===== config.mk =====
export PLATFORM = sky130hd
export DESIGN_NAME = mem_arbiter
export DESIGN_NICKNAME = d
export VERILOG_FILES = /design/src/rtl/memarb_pkg.sv /design/src/rtl/memarb_pick.sv /design/src/rtl/mem_arbiter.sv
export SDC_FILE = /design/constraint.sdc
export NUM_CORES = 1
export LEC_CHECK = 0
export BUFFER_PORTS_ARGS = -buffer_cell sky130_fd_sc_hd__buf_4
export CAP_MARGIN = 25
export CORE_AREA = 4 4 105 107
export CTS_CLUSTER_DIAMETER = 200
export CTS_CLUSTER_SIZE = 12
export DETAILED_ROUTE_END_ITERATION = 16
export DIE_AREA = 0 0 109 111
export HOLD_SLACK_MARGIN = 0.15
export SYNTH_ARGS = -nofsm -noshare
export SYNTH_HDL_FRONTEND = slang
export SYNTH_HIERARCHICAL = 1
export SYNTH_SLANG_ARGS = --single-unit

===== constraint.sdc =====
create_clock -name clk -period 3.8 [get_ports clk]
set_input_delay 0.38 -clock clk [delete_from_list [all_inputs] [get_ports clk]]
set_output_delay 0.38 -clock clk [all_outputs]
set_load 0.005 [all_outputs]

===== src/rtl/memarb_pkg.sv =====
// rtl/memarb_pkg.sv - shared types and widths for the memory arbiter
package memarb_pkg;

    // Latency down-counter width; covers MEM_LATENCY up to 4
    localparam int LAT_W    = $clog2(4);
    // Starvation counter width; covers STARVE_LIMIT up to 15
    localparam int STARVE_W = 4;

    typedef enum logic [1:0] {
        IDLE,
        WAIT,
        RESP
    } state_t;

    typedef enum logic {
        OWN_IF,
        OWN_D
    } owner_t;

endpackage


===== src/rtl/memarb_pick.sv =====
// rtl/memarb_pick.sv - combinational grant selector between fetch and data
module memarb_pick
    import memarb_pkg::*;
(
    input  logic   if_req,
    input  logic   d_req,
    input  logic   starve_sat,
    output owner_t owner
);

    // Data has priority unless fetch has been waiting through the full starvation budget
    always_comb begin
        owner = OWN_IF;
        if (d_req && !(if_req && starve_sat)) begin
            owner = OWN_D;
        end
    end

endmodule


===== src/rtl/mem_arbiter.sv =====
// rtl/mem_arbiter.sv - single-port SRAM arbiter between fetch and data stages
module mem_arbiter
    import memarb_pkg::*;
#(
    parameter int ADDR_WIDTH   = 32,
    parameter int DATA_WIDTH   = 32,
    parameter int MEM_LATENCY  = 1,
    parameter int STARVE_LIMIT = 4
) (
    input  logic                    clk,
    input  logic                    rst,
    input  logic                    if_req_ip,
    input  logic [ADDR_WIDTH-1:0]   if_addr_ip,
    output logic [DATA_WIDTH-1:0]   if_rdata_op,
    output logic                    if_done_op,
    input  logic                    d_req_ip,
    input  logic                    d_wren_ip,
    input  logic [ADDR_WIDTH-1:0]   d_addr_ip,
    input  logic [DATA_WIDTH-1:0]   d_wdata_ip,
    input  logic [DATA_WIDTH/8-1:0] d_wstrb_ip,
    output logic [DATA_WIDTH-1:0]   d_rdata_op,
    output logic                    d_done_op,
    output logic                    mem_en_op,
    output logic                    mem_wren_op,
    output logic [ADDR_WIDTH-1:0]   mem_addr_op,
    output logic [DATA_WIDTH-1:0]   mem_wdata_op,
    output logic [DATA_WIDTH/8-1:0] mem_wstrb_op,
    input  logic [DATA_WIDTH-1:0]   mem_rdata_ip,
    output logic                    stall_if_op,
    output logic                    stall_d_op
);

    localparam int STRB_W = DATA_WIDTH / 8;

    state_t                state_q;
    state_t                state_d;
    owner_t                grant;
    owner_t                owner_q;
    logic                  wren_q;
    logic [LAT_W-1:0]      cnt_q;
    logic [STARVE_W-1:0]   starve_q;
    logic [DATA_WIDTH-1:0] resp_q;
    logic                  starve_sat;
    logic                  issue;

    assign starve_sat = (starve_q == STARVE_W'(STARVE_LIMIT));

    memarb_pick u_pick (
        .if_req     (if_req_ip),
        .d_req      (d_req_ip),
        .starve_sat (starve_sat),
        .owner      (grant)
    );

    // State register
    always_ff @(posedge clk or posedge rst) begin
        if (rst) begin
            state_q <= IDLE;
        end else begin
            state_q <= state_d;
        end
    end

    // Next state plus the SRAM request, which is live only in the issue cycle
    always_comb begin
        state_d      = state_q;
        issue        = 1'b0;
        mem_en_op    = 1'b0;
        mem_wren_op  = 1'b0;
        mem_addr_op  = '0;
        mem_wdata_op = '0;
        mem_wstrb_op = '0;
        case (state_q)
            IDLE: begin
                if (if_req_ip || d_req_ip) begin
                    issue     = 1'b1;
                    mem_en_op = 1'b1;
                    state_d   = WAIT;
                    if (grant == OWN_D) begin
                        mem_wren_op  = d_wren_ip;
                        mem_addr_op  = d_addr_ip;
                        mem_wdata_op = d_wdata_ip;
                        mem_wstrb_op = d_wren_ip ? d_wstrb_ip : STRB_W'(0);
                    end else begin
                        mem_addr_op  = if_addr_ip;
                    end
                end
            end
            WAIT: begin
                if (cnt_q == '0) begin
                    state_d = RESP;
                end
            end
            RESP: begin
                state_d = IDLE;
            end
            default: begin
                state_d = IDLE;
            end
        endcase
    end

    // Issue register, latency counter and response capture
    always_ff @(posedge clk or posedge rst) begin
        if (rst) begin
            owner_q <= OWN_IF;
            wren_q  <= 1'b0;
            cnt_q   <= '0;
            resp_q  <= '0;
        end else begin
            if (issue) begin
                owner_q <= grant;
                wren_q  <= (grant == OWN_D) && d_wren_ip;
                cnt_q   <= LAT_W'(MEM_LATENCY - 1);
            end else if (state_q == WAIT && cnt_q != '0) begin
                cnt_q   <= cnt_q - 1'b1;
            end
            // Writes leave the previous read data in place; it is don't-care for them
            if (state_q == WAIT && cnt_q == '0 && !wren_q) begin
                resp_q  <= mem_rdata_ip;
            end
        end
    end

    // Count data grants that bypassed a waiting fetch; any fetch grant or uncontended data grant clears it
    always_ff @(posedge clk or posedge rst) begin
        if (rst) begin
            starve_q <= '0;
        end else if (issue) begin
            if (grant == OWN_D && if_req_ip) begin
                if (!starve_sat) begin
                    starve_q <= starve_q + 1'b1;
                end
            end else begin
                starve_q <= '0;
            end
        end
    end

    assign if_done_op  = (state_q == RESP) && (owner_q == OWN_IF);
    assign d_done_op   = (state_q == RESP) && (owner_q == OWN_D);
    assign if_rdata_op = resp_q;
    assign d_rdata_op  = resp_q;
    assign stall_if_op = if_req_ip & ~if_done_op;
    assign stall_d_op  = d_req_ip & ~d_done_op;

endmodule


======== Word level (Yosys, flattened, before mapping) ========
Index checks and enable logic that the tools add are counted.
word-level totals
  input port bits ......................... 137
  register bits ........................... 42
  output and inout bits ................... 138
  logic and storage cells ................. 60
operators by class
  eq/ne operators ......................... 6
  muxes and demuxes ....................... 23
  $add $sub $neg .......................... 2
  reductions and logical operators ........ 18
  bitwise logic cells ..................... 5
operator list
  kind                                                                   count
  32-bit 2-to-1 mux                                                      6
  4-bit 2-to-1 mux                                                       6
  1-bit logical AND                                                      9
  2-bit 2-to-1 mux                                                       4
  1-bit 2-to-1 mux                                                       6
  2-bit != test, second input constant                                   3
  4-bit by 1-bit adder with 4-bit output, second input constant          1
  4-bit by 3-bit equality test with 1-bit output, second input constant  1
  2-bit zero test                                                        2
  2-bit case mux with 2 select lines                                     1
  2-bit AND reduction                                                    2
  2-bit nonzero test                                                     2
  1-bit inverter                                                         3
  1-bit AND                                                              2
  2-bit by 1-bit equality test with 1-bit output, second input constant  1
  2-bit equality test, second input constant                             1
  1-bit zero test                                                        2
  2-bit by 1-bit subtractor with 2-bit output, second input constant     1
  1-bit logical OR                                                       1

======== Depth between registers and ports, before layout ========
Gate-level depths: netlist (run 1).
  depth after elaboration ................. 8
  mapped depth ............................ 9
  gate-level depth less buffers ........... 7

======== Modules after synthesis ========
Netlist (run 1), hierarchy kept.
by module, submodules not included
  module       cells an instance  seq. area each (um^2)  instances  area an instance (um^2)
  mem_arbiter  268                1051.0                 1          2708.8
  memarb_pick  1                  0.0                    1          11.3

======== Worst setup path after synthesis (run 1) ========
No wires, ideal clock.
  path kind ............................... register to output
  start point ............................. register starve_q[0]
  end point ............................... output mem_addr_op[0]
  required time ........................... 3.420 ns
  path buffers ............................ 2
  arrival time ............................ 1.823 ns
  path slack .............................. 1.597 ns
  cell stages (with the launch flop) ...... 9
  cells stage by stage .................... dfrtp_1 inv_1 ha_1 and3b_1 a21boi_2 buf_2 clkbuf_1 mux2i_1 nor2_1
on the way
  cells in the longest elaborated chain, start to end .. 8
RTL lines
  item                                            RTL line            text
  start, declared                                 mem_arbiter.sv:41   logic [STARVE_W-1:0] starve_q;
  start signal, assigned                          mem_arbiter.sv:132  starve_q <= starve_q + 1'b1;
  4-bit by 3-bit equality test with 1-bit output  mem_arbiter.sv:46   assign starve_sat = (starve_q == STARVE_W'(STARVE_LIMIT));
  named net starve_sat                            mem_arbiter.sv:43   logic starve_sat;
  1-bit logical AND                               memarb_pick.sv:14   if (d_req && !(if_req && starve_sat)) begin
  1-bit zero test                                 memarb_pick.sv:14
  1-bit logical AND                               memarb_pick.sv:14
  1-bit 2-to-1 mux                                memarb_pick.sv:14
  named net grant                                 mem_arbiter.sv:37   owner_t grant;
  32-bit 2-to-1 mux                               mem_arbiter.sv:79   if (grant == OWN_D) begin
  32-bit 2-to-1 mux                               mem_arbiter.sv:75   if (if_req_ip || d_req_ip) begin
  32-bit 2-to-1 mux                               mem_arbiter.sv:73   case (state_q)
  end, declared                                   mem_arbiter.sv:25   output logic [ADDR_WIDTH-1:0] mem_addr_op,
The timed path passes the listed nets, and every way through them passes these cells.

======== Final worst setup path (run 1) ========
  start point ............................. register starve_q[0]
  end point ............................... output mem_wstrb_op[3]
on the way
  cells in the longest elaborated chain, start to end .. 8
RTL lines
  item                                            RTL line           text
  4-bit by 3-bit equality test with 1-bit output  mem_arbiter.sv:46
  named net starve_sat                            mem_arbiter.sv:43
  1-bit logical AND                               memarb_pick.sv:14
  1-bit zero test                                 memarb_pick.sv:14
  1-bit logical AND                               memarb_pick.sv:14
  1-bit 2-to-1 mux                                memarb_pick.sv:14
  named net grant                                 mem_arbiter.sv:37
  4-bit 2-to-1 mux                                mem_arbiter.sv:79
  4-bit 2-to-1 mux                                mem_arbiter.sv:75
  4-bit 2-to-1 mux                                mem_arbiter.sv:73
  end, declared                                   mem_arbiter.sv:27  output logic [DATA_WIDTH/8-1:0] mem_wstrb_op,
The timed path passes the listed nets, and every way through them passes these cells.

==> impl_results.md, run 1 <==
- Die width: 109 µm
- CP startpoint kind: flop
- Diodes inserted: 0
- DIE HEIGHT: 111 µm
- Reg2Reg Launch Point: starve_q[0]$_DFFE_PP0P_
- Avg Inst Size Synth: 10.1 µm²
- Mapped Cells: 269
- F_max: 0.334 GHz
- Final wirelength: 9550 µm
- Placed inst area: 4670 µm²
- Synth Area in Compound Gates: 0.0317
- Simple-gate portion of the synthesized area: 0.187
- RR Endpoint: wren_q$_DFFE_PP0P_
- Worst-Skew Late Latency: 0.29 ns
- Outcome: finished clean
- Hold crit path type: primary input to async pin
- I/O pin count: 275
- Initial antenna violation count: 0
- First-pass GRT wire length: 14,000 µm
- Setup crit end kind: output port
- Post-route design area: 4810 µm²
- Vias in the first global route: 2,725
- VDD IR max: ~0.29 mV
- Post-synthesis mux area share: 0.250
- Worst-path maximum fanout: 39
- Clock transition at path regs: 0.09 ns
- CTS tree: yes
- Top_reg_cell synth: dfrtp_1
- Slew Limit Fails: 0
- Post-DRT Antenna Nets: 0
- Final Skew: 0.00691 ns
- Crit path to: mem_wstrb_op[3]
- Number of gates resized after CTS: 0
- Async SR Flop Fraction: 1.00
- Via count: 2,715
- Final HPWL DP: between 8000 and 9000 µm
- Largest incremental delay on the critical path: 0.55 ns
- Post-synthesis register bit count: 42
- Clk sinks: 42
- Unique cell type count in the Yosys netlist: 34
- Max_cap viols: 0
- Total power: slightly below 0.003 W
- CTS root buffer: clkbuf_8
- Main combinational cell family by area after synthesis: multiplexers
- Gr ovfl total: 0
- Core box area: 10,100 µm²
- Yosys synthesis warning count: 6
- Multi-input gate area: about 1300 µm²
- Post-synthesis adder-cell area fraction: 0.0138
- # setup viols final: 0
- Final Critical Period: ~3.0 ns
- Final RePlAce weighted congestion: approximately 0.86
- Pre-CTS setup slack: ~1.1 ns
- Unrepaired setup endpoints after global routing: no
- Seq/Total Area, Yosys: 0.386
- Critical Path Most Common Cell: buf_4
- Drt pass-1 iters: 4
- Via density: 4.22
- Nets: 646
- Area contributors post-synth: dfrtp_1 (39%), mux2i_1 (12%), mux2_2 (12%)
- GRT Util Overall: 0.145
- Net load switching power: between 0.0009 and 0.001 W
- Worst Setup SP: starve_q[0]$_DFFE_PP0P_
- CTS max path bufs: 2
- # rows: 37
- Largest net degree at the start of global routing: 43
- Slew HR: 0.573
- Initial Utilization: 0.268
- Iter 0 DRT Violations: 69
- H-tree Lvls: 2
- Net Sw Frac: 0.328
- Yosys top cell area share: 0.386
- Setup TNS: 0 ns
- WP data arrival: 2.62 ns
- Syn_nets: around 400
- # fillers: 953
- Reg2reg path depth: 7
- Final worst path period share: 0.789
- Pwr/cell area: 619 nW/µm²
- Max stage delay cell, worst path: a21boi_4
- LEAKAGE: 2.59 nW
- Final core occ: 0.474
- Reg area: 1050 µm²
- WP data required: 3.42 ns
- Crit Path Category: flop to output port
- DRC violations left: 0
- Critical path, cell by cell: inv_1 > ha_1 > and3b_1 > a21boi_4 > nor3b_2 > buf_4 > and3_1 > buf_4
- Worst setup margin: 0.802 ns
- Reg2Reg Setup Slack: about 1.6 ns
- Mapped Area: 2720 µm²
- P&R area growth vs syn: 76.7%
- Combinational share of power: 0.578
- Post-CTS Setup Bufs: 0
- CTS buffer count: 5
- Internal: 0.00200 W
- IO Port Bufs: between 200 and 300
- EDFF count, synth: 0
- Worst-margin pin slew: 0.638 ns
- Sequential Power Share: 0.280
- Clk pwr share: 0.142
- Post-Synth XOR/XNOR Area: 0.00322
- Layout cells sized above 1: 0.629
- Hold Buf Count CTS: 0
- Final hold vios: 0
- DR WL/cell: 14.8 µm
- Post-synth top area cell: dfrtp_1
- Die ar.: 12,100 µm²
==> layout by cell type, fill, tap and decap left out, types with 2 or more instances in the layout <==
| cell | n |
|---|---|
| and3_1 | 5 |
| mux2i_1 | 32 |
| nor2_1 | 36 |
| buf_4 | 279 |
| dfrtp_1 | 42 |
| bufinv_16 | 2 |
| ha_1 | 3 |
| clkbuf_8 | 5 |
| mux2_2 | 28 |
| nor3b_1 | 2 |
| a211oi_1 | 2 |
| nor2b_1 | 2 |
| inv_1 | 6 |
| nand2_1 | 2 |
| nor3_1 | 2 |
| and3b_1 | 4 |
| mux2_1 | 4 |
| and2_1 | 34 |
==> worst min-delay path by stage <==
stage	slack, ns	cells past startpoint	start	endpoint
2_1_floorplan	0.47	1	owner_q$_DFFE_PP0P_	owner_q$_DFFE_PP0P_
3_3_place_gp	0.48	1	owner_q$_DFFE_PP0P_	owner_q$_DFFE_PP0P_
3_5_place_dp	0.49	1	owner_q$_DFFE_PP0P_	owner_q$_DFFE_PP0P_
4_1_cts	0.24	3	rst	d_rdata_op[22]$_DFFE_PP0P_
5_1_grt	0.26	3	rst	d_rdata_op[23]$_DFFE_PP0P_
6_report	0.22	3	rst	d_rdata_op[22]$_DFFE_PP0P_
==> through the flow <==
step / instances / hold slack (ns)
floorplan: 269 / 0.465
global placement: 635 / 0.479
detailed placement: 635 / 0.488
CTS: 643 / 0.236
global route: 643 / 0.258
finish: 643 / 0.215
==> cell usage after synthesis, types with 3 or more instances <==
cell      count
dfrtp_1      42
nor2_1       36
and2_1       34
buf_4        32
mux2i_1      32
mux2_2       28
buf_2        10
inv_1         6
and3_1        5
clkbuf_1      5
and3b_1       4
mux2_1        4
ha_1          3
nor2b_1       3
==> logic make-up after synthesis <==
| group | after synthesis |
|---|---|
| AO/OA/AOI/OAI | 10 |
| multiplexers | 64 |
| XOR/XNOR | 1 |
| flip-flops | 42 |
| adder cells (fa/ha/maj) | 3 |
| buffers and inverters | 55 |
| AND/OR/NAND/NOR | 94 |
==> routing by layer <==
metal / part of all wire / global-route usage / wire length (µm)
met1: 0.38 / 0.168 / 3590
met2: 0.48 / 0.249 / 4550
met3: 0.14 / 0.0565 / 1300
met4: 0.012 / 0.0337 / 110
met5: 0 / 0 / 0
==> state kept, by name, summed over array words and instances (netlist names) <==
register    flops
state_q         2
cnt_q           2
owner_q         1
d_rdata_op     32
starve_q        4
wren_q          1
==> worst max-delay path: cells and delay by family (launching register included) <==
family          cells  cell delay (ns)
compound gates      1             0.55
fa+ha+maj           1             0.19
buf+inv             3             0.47
flops               1             0.40
simple gates        3             0.70
==> power groups by stage <==
stage / logic, W / registers (W) / clock network (W)
3_3_place_gp: 0.00174 / 0.000838 / 0
5_1_grt: 0.00188 / 0.000868 / 0.000455
6_report: 0.00172 / 0.000834 / 0.000422
2_1_floorplan: 0.000972 / 0.000830 / 0
3_5_place_dp: 0.00176 / 0.000848 / 0
4_1_cts: 0.00176 / 0.000839 / 0.000441
==> final cells by class <==
| class | count | share of cell area |
|---|---|---|
| clock inverter | 3 | 0.0143 |
| inverter | 6 | 0.00469 |
| sequential | 42 | 0.219 |
| tap | 136 | 0.0354 |
| multi-input combinational | 172 | 0.277 |
| clock buffer | 5 | 0.0143 |
| timing repair buffer | 279 | 0.436 |
Note: power is estimated with default switching activity, not from simulation.
==> run 2, diff against run 1 <==
--- a/config.mk
+++ b/config.mk
@@ -5,14 +5,16 @@
 export SDC_FILE = /design/constraint.sdc
 export NUM_CORES = 1
 export LEC_CHECK = 0
+export ABC_AREA = 1
 export BUFFER_PORTS_ARGS = -buffer_cell sky130_fd_sc_hd__buf_4
 export CAP_MARGIN = 25
-export CORE_AREA = 4 4 105 107
+export CORE_AREA = 4 4 104 106
 export CTS_CLUSTER_DIAMETER = 200
 export CTS_CLUSTER_SIZE = 12
 export DETAILED_ROUTE_END_ITERATION = 16
-export DIE_AREA = 0 0 109 111
+export DIE_AREA = 0 0 108 110
 export HOLD_SLACK_MARGIN = 0.15
+export PLACE_DENSITY = 0.66
 export SYNTH_ARGS = -nofsm -noshare
 export SYNTH_HDL_FRONTEND = slang
 export SYNTH_HIERARCHICAL = 1
==> constraint.sdc (replaced) <==
create_clock -name clk -period 3 [get_ports clk]
set_input_delay 0.3 -clock clk [delete_from_list [all_inputs] [get_ports clk]]
set_output_delay 0.3 -clock clk [all_outputs]
set_load 0.005 [all_outputs]
==> run 2 against run 1 <==
Effect of this change: worst setup slack got worse by 0.46 ns; final area about the same; area after synthesis grew 3.1%; die area decreased by 1.8%; combinational power is 20% higher; sequential share of layout area about the same; non-clock buffer count rose by 1; core utilization is 1.8 points higher; via count is 23% higher; register-to-register slack lost 0.68 ns; worst hold slack better by 0.026 ns.
==> impl_results.md, run 2 <==
- Final Skew: 0.00415 ns (-0.00275 ns)
- Critical path, cell by cell: inv_1 > ha_1 > nand3_1 > inv_1 > a21oi_2 > inv_1 > nand2_1 > a21oi_1 > buf_4
- Reg2reg path depth: 4 (-3)
- Clk sinks: 42 (unchanged)
- Slew HR: 0.359 (-0.214)
- Pwr/cell area: 724 nW/µm² (+17%)
- Yosys synthesis warning count: 6 (unchanged)
- Seq/Total Area, Yosys: 0.375 (-0.0117)
- Max stage delay cell, worst path: inv_1
- CTS root buffer: clkbuf_8
- Net Sw Frac: 0.401 (+0.0722)
- EDFF count, synth: 0 (unchanged)
- WP data required: 2.70 ns (-0.72 ns)
- CTS tree: yes
- P&R area growth vs syn: 71.3%
- Min-delay src: mem_rdata_ip[2]
- WHS Endpoint: d_rdata_op[2]$_DFFE_PP0P_
- Most common cell after layout, fill and taps aside: buf_4
- Final Critical Period: 2.65 ns
- Worst-Skew Late Latency: 0.28 ns (about the same)
- # setup viols final: 0 (unchanged)
- Unique cell type count in the Yosys netlist: 22 (-35%)
- # rows: 36 (-2.7%)
- Worst Setup SP: starve_q[0]$_DFFE_PP0P_
- Final RePlAce weighted congestion: 0.722 (-16%)
- CTS buffer count: 5 (unchanged)
- Die width: 108 µm (-0.92%)
- Crit Path Category: flop to output port
- Post-synth top cells: nand2_1 (141), inv_1 (53), dfrtp_1 (42)
- Outcome: finished clean
- CTS max path bufs: 2 (unchanged)
- Clk pwr share: 0.109 (-0.033)
- Net load switching power: 0.00139 W (+43%)
- Commonest cells after routing, fill and taps aside: buf_4 (279), nand2_1 (141), inv_1 (52)
- Avg Inst Size Synth: 6.66 µm² (-34%)
- Initial antenna violation count: 0 (unchanged)
- Mapped Area: 2810 µm² (+3.1%)
- Via count: 3,336 (+23%)
- Worst-path maximum fanout: 32 (-18%)
- LEAKAGE: 2.88 nW (+11%)
- Drt pass-1 iters: 4 (unchanged)
- Clock transition at path regs: 0.08 ns (about the same)
- Number of gates resized after CTS: 0 (unchanged)
- Max reg flops: 32 (unchanged)
- Combinational share of power: 0.592 (+0.014)
- Nets: 794 (+23%)
- Setup crit end kind: output port
- H-tree Lvls: 2 (unchanged)
- Hold Buf Count CTS: 1 (+1)
- Internal: 0.00209 W (+4.3%)
- Area contributors post-synth: dfrtp_1 (37%), nand2_1 (19%), buf_4 (9.4%)
- GRT Util Overall: 0.167 (+0.0215)
- Vias in the first global route: 2,974 (+9.1%)
- Largest incremental delay on the critical path: 0.70 ns (+0.15 ns)
- Final HPWL DP: 8960 µm (+11%)
- Worst-margin pin slew: 0.960 ns (+0.321 ns)
- Yosys top cell area share: 0.375 (-0.0117)
- Post-synth top area cell: dfrtp_1
- WHS Path Cells: 3
- Max_cap viols: 0 (unchanged)
- Final hold vios: 0 (unchanged)
- Hold slack: 0.241 ns (+0.0259 ns)
- Diodes inserted: 0 (unchanged)
- DRC violations left: 0 (unchanged)
- Hold crit path type: primary input to flop
- First-pass GRT wire length: 15,700 µm (+12%)
- RR Endpoint: d_rdata_op[25]$_DFFE_PP0P_
- F_max: ~0.38 GHz
- Final worst path period share: 0.885
- Gr ovfl total: 0 (unchanged)
- VDD IR max: 0.437 mV (+52%)
- Syn_nets: 561 (+37%)
- Iter 0 DRT Violations: 211 (+210%)
- Post-DRT Antenna Nets: 0 (unchanged)
- Layout cells sized above 1: 0.446 (-0.183)
- Reg2Reg Setup Slack: 0.88 ns (-0.68 ns)
- I/O pin count: 275 (unchanged)
- DIE HEIGHT: 110 µm (-0.90%)
- Post-CTS Setup Bufs: 0 (unchanged)
- Slew Limit Fails: 0 (unchanged)
- Reg2Reg Launch Point: wren_q$_DFFE_PP0P_
- Largest net degree at the start of global routing: 43 (unchanged)
- Top_reg_cell synth: dfrtp_1
- Die ar.: 11,900 µm² (-1.8%)
- WP data arrival: 2.35 ns (-0.27 ns)
- IO Port Bufs: 274 (unchanged)
- Sequential Power Share: 0.299 (+0.019)
- Critical Path Most Common Cell: inv_1
- Async SR Flop Fraction: 1.00 (unchanged)
- Core box area: 9770 µm² (-3.6%)
- DR WL/cell: 14.0 µm (-5.9%)
- Mapped Cells: 421 (+57%)
- Final wirelength: 11,000 µm (+15%)
- Unrepaired setup endpoints after global routing: no
- Setup TNS: 0 ns (unchanged)
- Via density: 4.23 (+0.26%)
- Post-synthesis register bit count: 42 (unchanged)
- Initial Utilization: 0.287 (+0.0187)
- CP startpoint kind: flop
- Top-count cell post-synth: nand2_1
## run 2: cells by family after synthesis
kind of cell / Yosys count / synth area share
AO/OA/AOI/OAI: 44 / 0.0803
XOR/XNOR: 2 / 0.00625
adder cells (fa/ha/maj): 3 / 0.0134
buffers and inverters: 109 / 0.205
flip-flops: 42 / 0.375
AND/OR/NAND/NOR: 221 / 0.320
## run 2: area by class of cell
class | instances | area (µm²)
well taps | 133 | 166
fillers | 962 | 4970
flip-flops and latches | 42 | 1050
multi-input cells | 270 | 1180
clock buffers | 7 | 86.3
clock inverters | 1 | 8.76
inverters | 55 | 206
repair buffers | 280 | 2100
## run 2: worst max-delay path by stage
stage	end	slack, ns	depth (start not counted)
floorplan	mem_addr_op[0]	1.18	9
global placement	mem_addr_op[4]	0.77	9
detailed placement	mem_addr_op[17]	0.70	9
CTS	mem_addr_op[17]	0.37	9
global route	mem_addr_op[0]	0.06	9
finish	mem_addr_op[4]	0.35	9
## run 2: critical path, delay by kind of cell, from the launching register on
kind / cells / cell delay, ns
AOI/OAI and AO/OA: 2 / 0.26
adders and majority gates: 1 / 0.14
DFF: 1 / 0.42
buffers and inverters: 4 / 1.01
and+or+nand+nor: 2 / 0.23
## run 2: through the flow
stage / setup slack [ns] / std cells / util / instance area, µm² / power (W)
final: 0.346 / 788 / 0.492 / 4810 / 0.00348
after global routing: 0.0614 / 788 / 0.492 / 4810 / 0.00379
after CTS: 0.368 / 788 / 0.492 / 4810 / 0.00355
after detailed placement: 0.696 / 779 / 0.481 / 4700 / 0.00316
after global placement: 0.765 / 779 / 0.481 / 4700 / 0.00311
after floorplan: 1.18 / 421 / - / 2810 / 0.00215
## run 2: power groups by stage
stage,registers (W),clock network [W],logic [W]
floorplan,0.00102,0,0.00113
global placement,0.00104,0,0.00208
detailed placement,0.00105,0,0.00211
CTS,0.00105,0.000400,0.00210
global route,0.00108,0.000430,0.00228
finish,0.00104,0.000380,0.00206
## run 2: routing by layer
metal,vias to the layer above,track usage,part of all wire
met5,-,0,0
met4,0,0.0496,0.029
met3,16,0.0443,0.092
met2,156,0.313,0.53
met1,1456,0.184,0.35
li1,1708,-,-
==> run 3, diff against run 2 <==
--- a/config.mk
+++ b/config.mk
@@ -9,6 +9,7 @@
 export BUFFER_PORTS_ARGS = -buffer_cell sky130_fd_sc_hd__buf_4
 export CAP_MARGIN = 25
 export CORE_AREA = 4 4 104 106
+export CTS_BUF_LIST = sky130_fd_sc_hd__clkbuf_16
 export CTS_CLUSTER_DIAMETER = 200
 export CTS_CLUSTER_SIZE = 12
 export DETAILED_ROUTE_END_ITERATION = 16
==> run 3 against run 2 <==
Effect of this change: clock power increased by 35%; sequential cell count is the same; cell count is 0.13% lower; non-clock buffer count is 1 lower; register-to-register slack about the same; critical endpoint unchanged; highest routed layer unchanged.
==> impl_results.md, run 3 (synthesis gave the netlist of run 2 again) <==
- Clock transition at path regs: 0.06 ns (-0.02 ns)
- Final hold vios: 0 (unchanged)
- Crit Path Category: flop to output port
- Combinational share of power: 0.570 (-0.022)
- Die width: 108 µm (unchanged)
- Post-DRT Antenna Nets: 0 (unchanged)
- Initial antenna violation count: 0 (unchanged)
- IO Port Bufs: 274 (unchanged)
- Final Skew: 0.00319 ns (-0.000969 ns)
- Max_cap viols: 0 (unchanged)
- DIE HEIGHT: 110 µm (unchanged)
- Initial Utilization: 0.287 (unchanged)
- Pre-CTS setup slack: 0.696 ns (unchanged)
- Slew HR: 0.369 (+0.00990)
- LEAKAGE: 2.90 nW (+0.70%)
- # setup viols final: 0 (unchanged)
- Crit path to: mem_addr_op[4]
- Core box area: 9770 µm² (unchanged)
- Via count: 3,346 (+0.30%)
- Iter 0 DRT Violations: 230 (+9.0%)
- Final wirelength: 11,000 µm (about the same)
- Sequential Power Share: 0.288 (-0.011)
- Post-route design area: 4840 µm² (+0.75%)
- Die ar.: 11,900 µm² (unchanged)
- CTS root buffer: clkbuf_16
- RR Endpoint: d_rdata_op[25]$_DFFE_PP0P_
- Unrepaired setup endpoints after global routing: no
- CP startpoint kind: flop
- Worst-path maximum fanout: 32 (unchanged)
- Final HPWL DP: 8960 µm (unchanged)
- Final std cells w/o fill: 787 (-0.13%)
- Worst setup margin: 0.367 ns (+0.0210 ns)
- Setup crit end kind: output port
- # rows: 36 (unchanged)
- First-pass GRT wire length: 15,600 µm (-0.13%)
- Internal: 0.00220 W (+5.6%)
- Commonest cells after routing, fill and taps aside: buf_4 (279), nand2_1 (141), inv_1 (53)
- Pwr/cell area: 747 nW/µm² (+3.1%)
- # fillers: 957 (-0.52%)
- Diodes inserted: 0 (unchanged)
- CTS max path bufs: 2 (unchanged)
- Final worst path period share: 0.878 (-0.00699)
- Vias in the first global route: 2,978 (+0.13%)
- P&R area growth vs syn: 72.6%
- WP data required: 2.70 ns (about the same)
- I/O pin count: 275 (unchanged)
- CTS buffer count: 5 (unchanged)
- VDD IR max: 0.382 mV (-13%)
- Slew Limit Fails: 0 (unchanged)
- CTS tree: yes
- Via density: 4.25 (+0.43%)
- Number of gates resized after CTS: 0 (unchanged)
- Clk sinks: 42 (unchanged)
- Outcome: finished clean
- Most common cell after layout, fill and taps aside: buf_4
- H-tree Lvls: 2 (unchanged)
- Cell Count Post-Placement: 779 (unchanged)
- F_max: 0.380 GHz (+0.80%)
- DR WL/cell: 14.0 µm (+0.20%)
- Post-CTS Setup Bufs: 0 (unchanged)
- Max reg flops: 32 (unchanged)
- Worst Setup SP: starve_q[0]$_DFFE_PP0P_
- Final Critical Period: 2.63 ns (-0.0210 ns)
- WP data arrival: 2.33 ns (-0.02 ns)
- Setup TNS: 0 ns (unchanged)
- Reg2Reg Launch Point: wren_q$_DFFE_PP0P_
- Layout cells sized above 1: 0.445 (-0.000847)
- Worst-margin pin slew: 0.945 ns (-0.0148 ns)
- Final RePlAce weighted congestion: 0.722 (unchanged)
- Worst-Skew Late Latency: 0.27 ns (about the same)
- Net Sw Frac: 0.391 (-0.00952)
- Placed inst area: 4700 µm² (unchanged)
- Reg2Reg Setup Slack: 0.89 ns (about the same)
- Hold crit path type: primary input to async pin
- Reg2reg path depth: 4 (unchanged)
- Nets: 793 (-0.13%)
- Drt pass-1 iters: 4 (unchanged)
- GRT Util Overall: 0.167 (about the same)
- Clk pwr share: 0.142 (+0.033)
- Largest net degree at the start of global routing: 43 (unchanged)
- Hold Buf Count CTS: 0 (-1)
- DRC violations left: 0 (unchanged)
- Net load switching power: 0.00141 W (+1.4%)
- Gr ovfl total: 0 (unchanged)
[run 3: changes by cell type in the layout (fill, tap and decap cells not counted), sizes merged]
cell	previous run	this run
clkinv	2	3
inv	54	55
dlygate4sd3	1	0
clkbuf	7	5
[run 3: worst min path at each step]
stage,slack (ns),depth (start not counted),end,startpoint
after CTS,0.17,3,d_rdata_op[11]$_DFFE_PP0P_,rst
after detailed placement,0.47,3,d_rdata_op[14]$_DFFE_PP0P_,rst
after floorplan,0.44,2,d_rdata_op[0]$_DFFE_PP0P_,mem_rdata_ip[0]
after global routing,0.20,3,d_rdata_op[14]$_DFFE_PP0P_,rst
final,0.14,3,d_rdata_op[11]$_DFFE_PP0P_,rst
after global placement,0.46,3,d_rdata_op[12]$_DFFE_PP0P_,rst
[run 3: power groups by stage]
stage	clock network, W	registers [W]	logic (W)
after CTS	0.000533	0.00105	0.00210
after global placement	0	0.00104	0.00208
after floorplan	0	0.00102	0.00113
final	0.000514	0.00104	0.00206
after detailed placement	0	0.00105	0.00211
after global routing	0.000559	0.00108	0.00228
[run 3: metrics by stage]
step	utilization	hold slack, ns	total power (W)
CTS	0.495	0.165	0.00369
floorplan	-	0.445	0.00215
finish	0.495	0.145	0.00362
detailed placement	0.481	0.466	0.00316
global route	0.495	0.199	0.00392
global placement	0.481	0.460	0.00311
[run 3: routing by layer]
layer | up-vias | track usage | share of wire
li1 | 1709 | - | -
met1 | 1474 | 0.184 | 0.36
met2 | 149 | 0.312 | 0.53
met3 | 14 | 0.0443 | 0.090
met4 | 0 | 0.0523 | 0.025
met5 | - | 0 | 0
[run 3: final cells by class]
type	count	area [µm²]	share of cell area
clock buffer	5	125	0.0258
clock inverter	3	16.3	0.00336
inverter	55	206	0.0426
multi-input combinational	270	1180	0.244
sequential	42	1050	0.217
tap	133	166	0.0344
timing repair buffer	279	2090	0.433
[run 3: critical path, stage by stage, from the launching register on]
cell and delay, ns:
dfrtp_1 0.42, inv_1 0.08, ha_1 0.14, nand3_1 0.11, inv_1 0.09, a21oi_2 0.07
inv_1 0.69, nand2_1 0.12, a21oi_1 0.19, buf_4 0.13
